[config.mk]
export PLATFORM = sky130hd
export DESIGN_NAME = count_ctrl
export DESIGN_NICKNAME = d
export VERILOG_FILES = /design/src/rtl/count_ctrl.sv
export SDC_FILE = /design/constraint.sdc
export NUM_CORES = 1
export LEC_CHECK = 0
export BUFFER_PORTS_ARGS = -buffer_cell sky130_fd_sc_hd__buf_2
export CORE_UTILIZATION = 53
export CTS_BUF_LIST = sky130_fd_sc_hd__clkbuf_2 sky130_fd_sc_hd__clkbuf_4 sky130_fd_sc_hd__clkbuf_8
export DETAILED_ROUTE_END_ITERATION = 16
export GPL_TIMING_DRIVEN = 0
export PLACE_DENSITY = 0.75
export SLEW_MARGIN = 0
export SYNTH_ARGS = -nofsm -noshare
export SYNTH_HDL_FRONTEND = slang
export SYNTH_SLANG_ARGS = --single-unit
[constraint.sdc]
create_clock -name clk -period 5 [get_ports clk]
set_input_delay 0.5 -clock clk [delete_from_list [all_inputs] [get_ports clk]]
set_output_delay 0.5 -clock clk [all_outputs]
set_load 0.01 [all_outputs]
[src/rtl/count_ctrl.sv]
// count_ctrl: hex counter sequencer; start/pause, load and direction keys drive a prescaled 4-bit count.
// Latency: key sampled low at edge N acts at edge N+2 (N+2+DB when COUNT_CTRL_DEBOUNCE_EN is defined).
// Backpressure: none; every key event and every prescaler tick is acted on in the cycle it occurs.
module count_ctrl #(
  parameter int DIV = 50_000_000,
  parameter int DB  = 1_000_000
) (
  input  logic       clk,
  input  logic       rst,
  input  logic [2:0] k,
  input  logic [3:0] s,
  output logic [3:0] q,
  output logic [9:0] l
);

  localparam int            PW   = (DIV > 1) ? $clog2(DIV) : 1;
  localparam logic [PW-1:0] PMAX = PW'(DIV - 1);

  typedef enum logic [1:0] {IDLE, RUN, PAUSE} state_t;

  logic [2:0]    sync1, sync2, lvl, prev, armed, ev;
  logic [1:0]    live;
  state_t        state, state_n;
  logic [PW-1:0] p, p_n;
  logic [3:0]    q_n;
  logic          dir, dir_n, wrap, wrap_n, tick;

  // Two-flop synchronizer; reset presets make every key look released.
  always_ff @(posedge clk) begin
    if (rst) begin
      sync1 <= '1;
      sync2 <= '1;
    end else begin
      sync1 <= k;
      sync2 <= sync1;
    end
  end

  // A key is armed only once a real post-reset sample shows it released, so a
  // key held through reset cannot fake a press when the presets wash out.
  always_ff @(posedge clk) begin
    if (rst) begin
      live  <= '0;
      armed <= '0;
    end else begin
      live  <= {live[0], 1'b1};
      armed <= armed | (sync2 & {3{live[1]}});
    end
  end

`ifdef COUNT_CTRL_DEBOUNCE_EN
  localparam int            DW   = (DB > 1) ? $clog2(DB) : 1;
  localparam logic [DW-1:0] DMAX = DW'(DB - 1);

  logic [DW-1:0] dcnt [3];
  logic [2:0]    filt;

  // Filtered level follows the synced level only after DB consecutive differing cycles.
  always_ff @(posedge clk) begin
    if (rst) begin
      filt <= '1;
      for (int i = 0; i < 3; i++) dcnt[i] <= '0;
    end else begin
      for (int i = 0; i < 3; i++) begin
        if (sync2[i] == filt[i]) begin
          dcnt[i] <= '0;
        end else if (dcnt[i] == DMAX) begin
          filt[i] <= sync2[i];
          dcnt[i] <= '0;
        end else begin
          dcnt[i] <= dcnt[i] + DW'(1);
        end
      end
    end
  end

  assign lvl = filt;
`else
  // DB only matters for the filtered build.
  logic unused_db;
  assign unused_db = (DB != 0);
  assign lvl = sync2;
`endif

  // Previous level for falling-edge (press) detection.
  always_ff @(posedge clk) begin
    if (rst) prev <= '1;
    else     prev <= lvl;
  end

  assign ev = ~lvl & prev & armed;

  // Next state: start/pause FSM, prescaler, count step, load and wrap flag.
  always_comb begin
    state_n = state;
    p_n     = p;
    q_n     = q;
    dir_n   = dir ^ ev[2];
    wrap_n  = wrap;
    tick    = (state == RUN) && (p == PMAX);

    if (state == RUN) p_n = tick ? '0 : p + PW'(1);

    // Any start/pause event clears the wrap flag; a step below may set it again.
    if (ev[0]) begin
      wrap_n = 1'b0;
      case (state)
        IDLE: begin
          state_n = RUN;
          p_n     = '0;
        end
        RUN:     state_n = PAUSE;
        PAUSE:   state_n = RUN;
        default: state_n = IDLE;
      endcase
    end

    // Load overrides a coincident step; the step always uses the old direction.
    if (ev[1]) begin
      q_n    = s;
      p_n    = '0;
      wrap_n = 1'b0;
    end else if (tick) begin
      if (dir) begin
        q_n = q - 4'd1;
        if (q == 4'd0) wrap_n = 1'b1;
      end else begin
        q_n = q + 4'd1;
        if (q == 4'd15) wrap_n = 1'b1;
      end
    end
  end

  // State and output registers; l is built from next values so l[3:0] tracks q.
  always_ff @(posedge clk) begin
    if (rst) begin
      state <= IDLE;
      p     <= '0;
      q     <= '0;
      dir   <= 1'b0;
      wrap  <= 1'b0;
      l     <= '0;
    end else begin
      state <= state_n;
      p     <= p_n;
      q     <= q_n;
      dir   <= dir_n;
      wrap  <= wrap_n;
      l     <= {3'b000, wrap_n, (state_n == RUN), dir_n, q_n};
    end
  end

endmodule
==> impl_results.md, run 1 <==
- Async S/R FF share, synth: 0%
- P&R area growth vs syn: 11.99%
- Synth top area share: 44.55%
- Final net count: approximately 290
- Clock skew: 0.008653 ns
- Largest net degree at the start of global routing: 17
- Final ANT Viol Nets: 0
- Vias: 1786
- Post-synth top area cell: dfxtp_1
- Wire length per cell: 12.68 µm
- Fmax: 0.4658 GHz
- 1st-pass router iterations: 4
- Clock buffer depth: 2
- Post-synthesis register bit count: 49
- Number of enable flip-flop cells after synthesis: 0
- Post-CTS Setup Repair Bufs: 0
- Sequential cell area fraction in the yosys report: 44.55%
- Remaining global-route overflow: 0
- CTS tree: done
- Final hold slack: ~0.37 ns
- CP max stage delay: 0.77 ns
- Hold-fix buffers at CTS: 0
- GRT Resource Usage Total: 20.95%
- Vias in the first global route: 1585
- Die area: approximately 4400 µm²
- Cell variety after synth: 43
- Num CTS Buffers: 5
- Reg clk slew, reported paths: 0.09 ns
- Final setup viols: 0
- Cell Chain, Critical Path: nand3b_1, o311ai_0, nand2b_1, buf_2, nor2_1
- Sequential power share: 59.2%
- Global-route wire length before repair: just over 7000 µm
- PostCTS Resize Cnt: 0
- Top post-synthesis cells by area: dfxtp_1, nor2_1, xor2_1, a21oi_1, nand2_1
- Worst-Margin Slew: 0.8398 ns
- Worst-path maximum fanout: 10
- Slowest cell on the critical path: o311ai_0
- YS warnings: 0
- GP Congestion: 0.8560
- Top delay family on crit path: compound AO/OA/AOI/OAI gates
- Final min period: about 2.1 ns
- Ports: 23
- Syn Std Cell Area: around 2200 µm²
- Die Height: 66.46 µm
- Main synth FF type: dfxtp_1
- Row cnt: 23
- Clock root cell: clkbuf_8
- Data arrival, critical path: 2.34 ns
- Via/cell ratio: 5.429
- PwrDens: 274.7 nW/µm²
- Initial antenna violation count: 0
- Setup ws final: 2.853 ns
- Placed Area: 2367 µm²
- Drc violations: 0
- Final WL: 4171 µm
- Worst-Skew Late Latency: 0.30 ns
- Most common cell in the netlist: dfxtp_1
- CP Launch Type: flop
- Starting Density: a little under three fifths
- Outcome: finished clean
- Final hold vios: 0
- Pre-CTS setup slack: 2.850 ns
- Psw: about 150 µW
- Util after Layout: about three fifths
- Core footprint: 4000 µm²
- CP bufs+invs: 1
- Max H-tree Level: 2
- Hold/Removal Path Class: primary input to flop
- Number of I/O port buffers: 19
- WP data required: about 5.2 ns
- Top post-synthesis cells by count: dfxtp_1, nor2_1, nand2_1
- Dpl hpwl: 3057 µm
- Layout cells sized above 1: 18.64%
- Final Max Slew Viols: 0
- Pleak: roughly 0.00098 µW
- Maximum VDD drop: 0.2237 mV
- Switching part of the total: around 23%
- Clock sink count: 49
- Die width: 66.46 µm
- Diodes inserted: 0
- Setup_tns: 0 ns
- Cell-internal power: 522.9 µW
- Combinational share of power: 4.0%
- RSZ-0062 raised after global routing: false
- Final instance area: 2466 µm²
- Syn avg cell area: 8.808 µm²
- Fraction of the cycle the final worst path needs: roughly 43%
- Clock network power share: 36.8%
- Worst setup EP type: flop
- Slew Limit Headroom: 43.30%
- Cell count after synthesis: 250
- Initial drt markers: ~120
- CP Class: flop to flop
- Max_cap viols: 0
==> kinds of logic after synthesis <==
logic type,after synthesis,share of synthesized area [%]
DFF,49,44.55
AOI/OAI and AO/OA,35,8.864
xor gates and xnor gates,23,9.148
and+or+nand+nor,118,29.09
adders and majority gates,4,2.614
other,1,0.1703
buffers and inverters,18,4.658
muxes,2,0.9091
==> registers in the layout, indices dropped and copies added (netlist names), 3 cells and up <==
signal / cells
sync1: 3
l: 4
prev: 3
p: 26
q: 3
armed: 3
lvl: 3
==> power by group through the flow <==
| stage | clock (µW) | sequential (µW) | combinational, µW |
|---|---|---|---|
| finish | 249 | 401 | 27.4 |
| floorplan | 0 | 409 | 18.4 |
| detailed placement | 0 | 410 | 27.8 |
| global placement | 0 | 410 | 27.2 |
| global route | 266 | 402 | 31.1 |
| CTS | 253 | 401 | 27.8 |
==> through the flow <==
step | std cells | total power (µW)
floorplan | 252 | 427.7
global placement | 321 | 437.0
detailed placement | 321 | 437.9
CTS | 329 | 682.3
global route | 329 | 699.5
finish | 329 | 677.5
==> metal layers <==
layer  vias up  GRT usage [%]  part of all wire (%)
li1        916              -                     -
met1       842          24.71                    45
met2        24          37.88                    51
met3         4          4.623                   2.9
met4         0          5.585                  0.55
met5         -              0                     0
==> cell type report <==
class / instances / area, µm²
Buffer: 14 / 87.58
Multi-Input combinational cell: 185 / 1126
Clock buffer: 6 / 82.58
Tap cell: 50 / 62.56
Clock inverter: 2 / 16.27
Sequential cell: 49 / 980.9
Fill cell: 367 / 1534
Inverter: 4 / 15.01
Timing Repair Buffer: 19 / 95.09
==> layout by cell type, fill, tap and decap left out, drive strengths merged, types with 3 or more instances in the layout <==
cell and instances:
clkbuf 10, o21ai 10, xnor2 8, dfxtp 49, xor2 15, nand2 19, buf 29, nor2 38
conb 3, nor4 6, a21oi 16, or3 3, nand4 9, nor3 3, inv 5, nand3 13
a31oi 3, or2 11, nor2b 3, ha 3
==> final timing paths <==
| path | slack (ns) | end | startpoint | cells past startpoint |
|---|---|---|---|---|
| min | 0.37 | sync1[2] | k[2] | 2 |
| max | 2.85 | p[11] | lvl[0] | 5 |
| max reg2reg | 2.85 | p[11] | lvl[0] | 5 |
| min reg2reg | 0.42 | lvl[0] | sync1[0] | 1 |
Power figures use the tool's default switching activity.
==> run 2: changes to the inputs <==
Settings changed: ABC_AREA set to 1, PLACE_DENSITY 0.75 to 0.74.
Clock period 5 ns to 2.1 ns, I/O delays scaled along.
==> run 2 against run 1 <==
Net effect: flip-flop and latch count stayed put; critical path type unchanged; cell area is 18% higher; routed wire length is 13% higher; highest routed layer unchanged; core utilization is 0.19 points lower.
==> impl_results.md, run 2 <==
- Top post-synthesis cells by count: nor2_1, nand2_1, dfxtp_1
- Cell count after synthesis: 360
- Clock buffer depth: 2
- YS warnings: 0
- Largest net degree at the start of global routing: 16
- CP max stage delay: ~0.40 ns
- Final hold vios: 0
- Top post-synthesis cells by area: dfxtp_1, nor2_1, nand2_1, inv_1, nand2_4
- Worst setup EP type: flop
- Slowest cell on the critical path: dfxtp_1
- Hold/Removal Path Class: primary input to flop
- Launch point of the worst path: p[0]
- Global-route wire length before repair: between 8000 and 9000 µm
- Clock root cell: clkbuf_8
- Worst r2r path cells: 11
- CP Launch Type: flop
- Reg2reg end: p[22]
- Async S/R FF share, synth: 0%
- Data arrival, critical path: 1.86 ns
- Worst r2r src: p[0]
- Clock skew: 0.003235 ns
- Max_cap viols: 0
- Synth top area share: between 30% and 40%
- Reg-to-reg setup timing slack: 0.44 ns
- Syn Std Cell Area: approximately 2600 µm²
- CTS tree: done
- Number of I/O port buffers: 18
- Main synth FF type: dfxtp_1
- Wire length per cell: slightly above 10 µm
- Layout cells sized above 1: 21.91%
- Pleak: 0.001258 µW
- Clock sink count: roughly 50
- Starting Density: 55.07%
- Cell Chain, Critical Path: ha_1, inv_1, nor2_4, nand2_2, nor2_4, nand2_4, nand3_4, inv_6, buf_12, nand2_4, nor2_2
- GP Congestion: 0.8199
- Number of flip-flops in the largest register: 26
- Syn avg cell area: ~7.2 µm²
- Row cnt: 25
- Placed cells: 447
- Largest regs: p x26, l x4
- Drc violations: 0
- Beginning of the worst hold path: k[2]
- CP Class: flop to flop
- Worst hold stages: 2
- Post-synth top area cell: dfxtp_1
- Final WL: around 4700 µm
- Min-Delay Endpoint: sync1[2]
- RSZ-0062 raised after global routing: false
- Vias: 2157
- Reg clk slew, reported paths: 0.09 ns
- Final setup viols: 0
- WP data required: 2.30 ns
- GRT Resource Usage Total: 19.80%
- Die Height: 72.06 µm
- Final min period: 1.665 ns
- Worst-path maximum fanout: 10
- Number of enable flip-flop cells after synthesis: 0
- Power Total: 1757 µW
- Commonest non-fill, non-tap cell in the layout: nor2_1
- P&R area growth vs syn: 11.59%
- Maximum VDD drop: 0.3119 mV
- Most common cell in the netlist: nor2_1
- Vias in the first global route: about 1900
- Final ANT Viol Nets: 0
- PostCTS Resize Cnt: 0
- Max H-tree Level: 2
- Cell variety after synth: 30
- Dpl hpwl: between 3000 and 4000 µm
- PwrDens: 605.2 nW/µm²
- Fillers: 449
- Fmax: approximately 0.6 GHz
- Num CTS Buffers: 5
- Hold-fix buffers at CTS: 0
- Final instance area: 2903 µm²
- Most frequent cells in the layout: nor2_1, nand2_1, dfxtp_1
- Fraction of the cycle the final worst path needs: 79.28%
- Setup_tns: 0 ns
- Biggest register: p
- Post-synthesis register bit count: 49
- Remaining global-route overflow: 0
- 1st-pass router iterations: 4
- Outcome: finished clean
- Final Instance Count excl. Fillers: roughly 460
- Via/cell ratio: 4.741
- Ports: 23
- Die area: 5192 µm²
- Initial antenna violation count: 0
- Post-CTS Setup Repair Bufs: 0
- Core footprint: 4723 µm²
- Placed Area: 2783 µm²
- Final hold slack: about 0.09 ns
- Initial drt markers: 81
- Worst-Skew Late Latency: 0.30 ns
- Die width: 72.06 µm
- Final net count: 400
- Diodes inserted: 0
- Sequential cell area fraction in the yosys report: 37.71%
- Final Max Slew Viols: 0
run 2: cell types whose count changed after synthesis, sizes merged, moves of 3 or more:
cell   previous run  this run
or2              11         6
xnor2             8         2
nor4              6         0
xor2             15         4
nor3              3         7
nor2b             3         0
a31oi             3         0
inv               4        42
nand2            19        85
nor2             38        90
nand3            13        21
or3               3         0
run 2: worst max path at each step:
stage	endpoint	slack [ns]	cells past startpoint
after floorplan	p[12]	0.62	11
after global placement	p[22]	0.44	11
after detailed placement	p[12]	0.45	11
after CTS	p[12]	0.42	11
after global routing	p[18]	0.22	9
final	p[22]	0.44	11
run 2: final cells by class:
type,count,area (µm²),area share (%)
tap,67,83.83,2.888
clock inverter,2,37.54,1.293
clock buffer,6,82.58,2.845
timing repair buffer,18,90.09,3.103
multi-input combinational,259,1370,47.20
inverter,42,162.7,5.603
buffer,12,95.09,3.276
sequential,49,980.9,33.79
run 2: metal layers:
metal	GRT usage, %	part of all wire (%)	vias to the layer above
li1	-	-	1165
met1	26.00	50	954
met2	32.60	45	32
met3	4.028	3.2	6
met4	6.754	1.3	0
met5	0	0	-
run 2: critical path, delay by kind of cell, from the launching register on:
family / cells / cell delay, ns
buffers and inverters: 3 / 0.30
AND/OR/NAND/NOR: 7 / 0.64
adder cells (fa/ha/maj): 1 / 0.21
flip-flops: 1 / 0.40
run 2: cells by family (layout without fill, tap and decap cells):
family | count (synthesis) | after routing | synth area share (%)
AO/OA/AOI/OAI | 27 | 27 | 5.291
XOR/XNOR | 6 | 6 | 2.020
adder cells (fa/ha/maj) | 4 | 4 | 2.213
buffers and inverters | 54 | 80 | 9.909
flip-flops | 49 | 49 | 37.71
other | 1 | 3 | 0.1442
AND/OR/NAND/NOR | 219 | 219 | 42.71
run 2: stage by stage:
| stage | worst slack (ns) | util, % |
|---|---|---|
| floorplan | 0.6228 | - |
| global placement | 0.4360 | 58.91 |
| detailed placement | 0.4491 | 58.91 |
| CTS | 0.4245 | 61.46 |
| global route | 0.2236 | 61.46 |
| finish | 0.4352 | 61.46 |
run 2: power breakdown:
group / switching (µW) / internal, µW
sequential: 9.39 / 945
clock: 317 / 387
combinational: 56.8 / 41.4
total: 383 / 1370
==> run 3: changes to the inputs <==
Settings changed: PLACE_DENSITY 0.74 to 0.77.
Clock period 2.1 ns to 1.36 ns, I/O delays scaled along.
==> run 3 against run 2 <==
Net effect: the flow now finishes with violations (negative setup slack); global-route usage rose by 1.8 points; sequential share of layout area shrank 2.9 points; critical path depth is the same; sequential power up 53%; first-iteration DRC count increased by 110%; highest routed layer unchanged.
==> impl_results.md, run 3 (synthesized netlist as in run 2, its figures left out) <==
- Outcome: finished with violations
- Violated checks: negative setup slack
- Worst r2r path cells: 11
- Launch point of the worst path: p[0]
- Switching part of the total: approximately a quarter
- Die area: 5192 µm²
- Sequential power share: 56.1%
- Layout cells sized above 1: 41.42%
- Number of I/O port buffers: 18
- Top delay family on crit path: simple AND/OR/NAND/NOR gates
- Wire length per cell: around 12 µm
- Worst r2r src: p[0]
- Die Height: 72.06 µm
- Worst-Skew Late Latency: 0.32 ns
- Clock buffer depth: 2
- Met2 usage: a little over a third
- Max H-tree Level: 2
- Slowest cell on the critical path: dfxtp_4
- Starting Density: 55.07%
- Final instance area: 3326 µm²
- Final setup viols: 28
- Global route hottest layer: met2
- Die width: 72.06 µm
- Reg-to-reg setup timing slack: -0.11 ns
- Max_cap viols: 0
- 1st-pass router iterations: 4
- CP Class: flop to flop
- CP Launch Type: flop
- Clock skew: a little over 0.009 ns
- Final Max Slew Viols: 0
- Remaining global-route overflow: 0
- Hold/Removal Path Class: primary input to flop
- Fillers: roughly 360
- Levels on crit path: 11
- Final net count: between 400 and 500
- Commonest non-fill, non-tap cell in the layout: nand2_1
- Data arrival, critical path: 1.69 ns
- CP bufs+invs: 3
- Placed cells: approximately 450
- Pre-CTS setup slack: -0.2212 ns
- Row cnt: 25
- GP Congestion: about 0.82
- Reg clk slew, reported paths: 0.11 ns
- Final ANT Viol Nets: 0
- Dpl hpwl: 3604 µm
- Vias in the first global route: 2103
- Via/cell ratio: between 4 and 5
- Setup ws final: -0.1108 ns
- Biggest register: p
- Maximum VDD drop: 0.4920 mV
- Drc violations: 0
- M3 GR Usage: under 10%
- CP max stage delay: just under 0.4 ns
- Ports: 23
- P&R area growth vs syn: 27.85%
- Setup_tns: -1.864 ns
- Initial drt markers: 171
- Worst setup EP type: flop
- Largest regs: p x26, l x4
- Setup crit end: p[20]
- WP data required: between 1.5 and 2 ns
- GRT met1 Usage: 27.31%
- Num CTS Buffers: 5
- Cell-internal power: between 1500 and 2000 µW
- PwrDens: 784.8 nW/µm²
- Clock sink count: 49
- Reg area: 1027 µm²
- Final WL: 5867 µm
- Final hold slack: 0.1508 ns
- Placed Area: 2800 µm²
- Reg2reg end: p[20]
- Fraction of the cycle the final worst path needs: 108.1%
- Global-route wire length before repair: 8887 µm
- GRT Resource Usage Total: 21.64%
- Final min period: 1.471 ns
- Worst-path maximum fanout: 6
- Psw: 692.3 µW
- Combinational share of power: 7.1%
- Pleak: 0.001422 µW
- Largest net degree at the start of global routing: 19
- Number of flip-flops in the largest register: 26
- CTS tree: done
- RSZ-0062 raised after global routing: true
- Final Instance Count excl. Fillers: around 480
- Core footprint: 4723 µm²
- Clock network power share: 36.8%
- Initial antenna violation count: 0
- Diodes inserted: 0
- Area of the multi-input gates: between 1500 and 2000 µm²
- Most frequent cells in the layout: nand2_1, nor2_1, inv_1
- Fmax: 0.6799 GHz
- Vias: 2368
- Final hold vios: 0
- Clock root cell: clkbuf_8
- Cell Chain, Critical Path: ha_4, inv_2, nor2_4, nand2_2, nor2_4, nand2_4, nand3_4, inv_6, clkbuf_16, nand2_4, nor2_2
==> run 3: layout make-up <==
type | count | share of cell area, %
tap | 67 | 2.521
multi-input combinational | 259 | 47.74
timing repair buffer | 38 | 7.976
inverter | 42 | 5.079
sequential | 49 | 30.89
buffer | 12 | 2.859
clock buffer | 5 | 2.069
clock inverter | 3 | 0.8653
==> run 3: worst min-delay path: cells and delay by family <==
kind	cells	cell delay (ns)
buffers and inverters	1	0.09
and+or+nand+nor	4	0.21
==> run 3: per-stage QoR <==
| step | utilization, % | total power [µW] |
|---|---|---|
| 2_1_floorplan | - | 1624 |
| 3_3_place_gp | 59.28 | 1658 |
| 3_5_place_dp | 59.28 | 1661 |
| 4_1_cts | 65.22 | 2603 |
| 5_1_grt | 70.41 | 2698 |
| 6_report | 70.41 | 2610 |
==> run 3: worst min-delay path by stage <==
stage / start / end / slack [ns] / cells after the start
finish: s[0] / q[0] / 0.15 / 5
global route: s[1] / q[1] / 0.19 / 5
CTS: s[0] / q[0] / 0.15 / 5
detailed placement: k[1] / sync1[1] / 0.32 / 2
global placement: k[0] / sync1[0] / 0.32 / 2
floorplan: k[0] / sync1[0] / 0.24 / 1
==> run 3: metal layers <==
metal / up-vias / wire (µm) / part of all wire, %
met4: 0 / 102 / 1.7
met3: 11 / 252 / 4.3
met2: 59 / 2814 / 48
met1: 1097 / 2698 / 46
li1: 1201 / - / -
met5: - / 0 / 0
==> run 3: power groups by stage <==
stage / combinational (µW) / clock [µW] / sequential [µW]
2_1_floorplan: 118 / 0 / 1510
6_report: 186 / 961 / 1460
5_1_grt: 204 / 1030 / 1470
3_5_place_dp: 154 / 0 / 1510
4_1_cts: 169 / 963 / 1470
3_3_place_gp: 151 / 0 / 1510
==> run 3: repair_timing <==
action,CTS,global route
endpoints found under the hold margin,3,0
gates resized for setup,37,48
endpoints found under the setup margin,19,29
buffers inserted,7,9
hold buffers,3,0
pin swaps,8,19
gates cloned,0,1
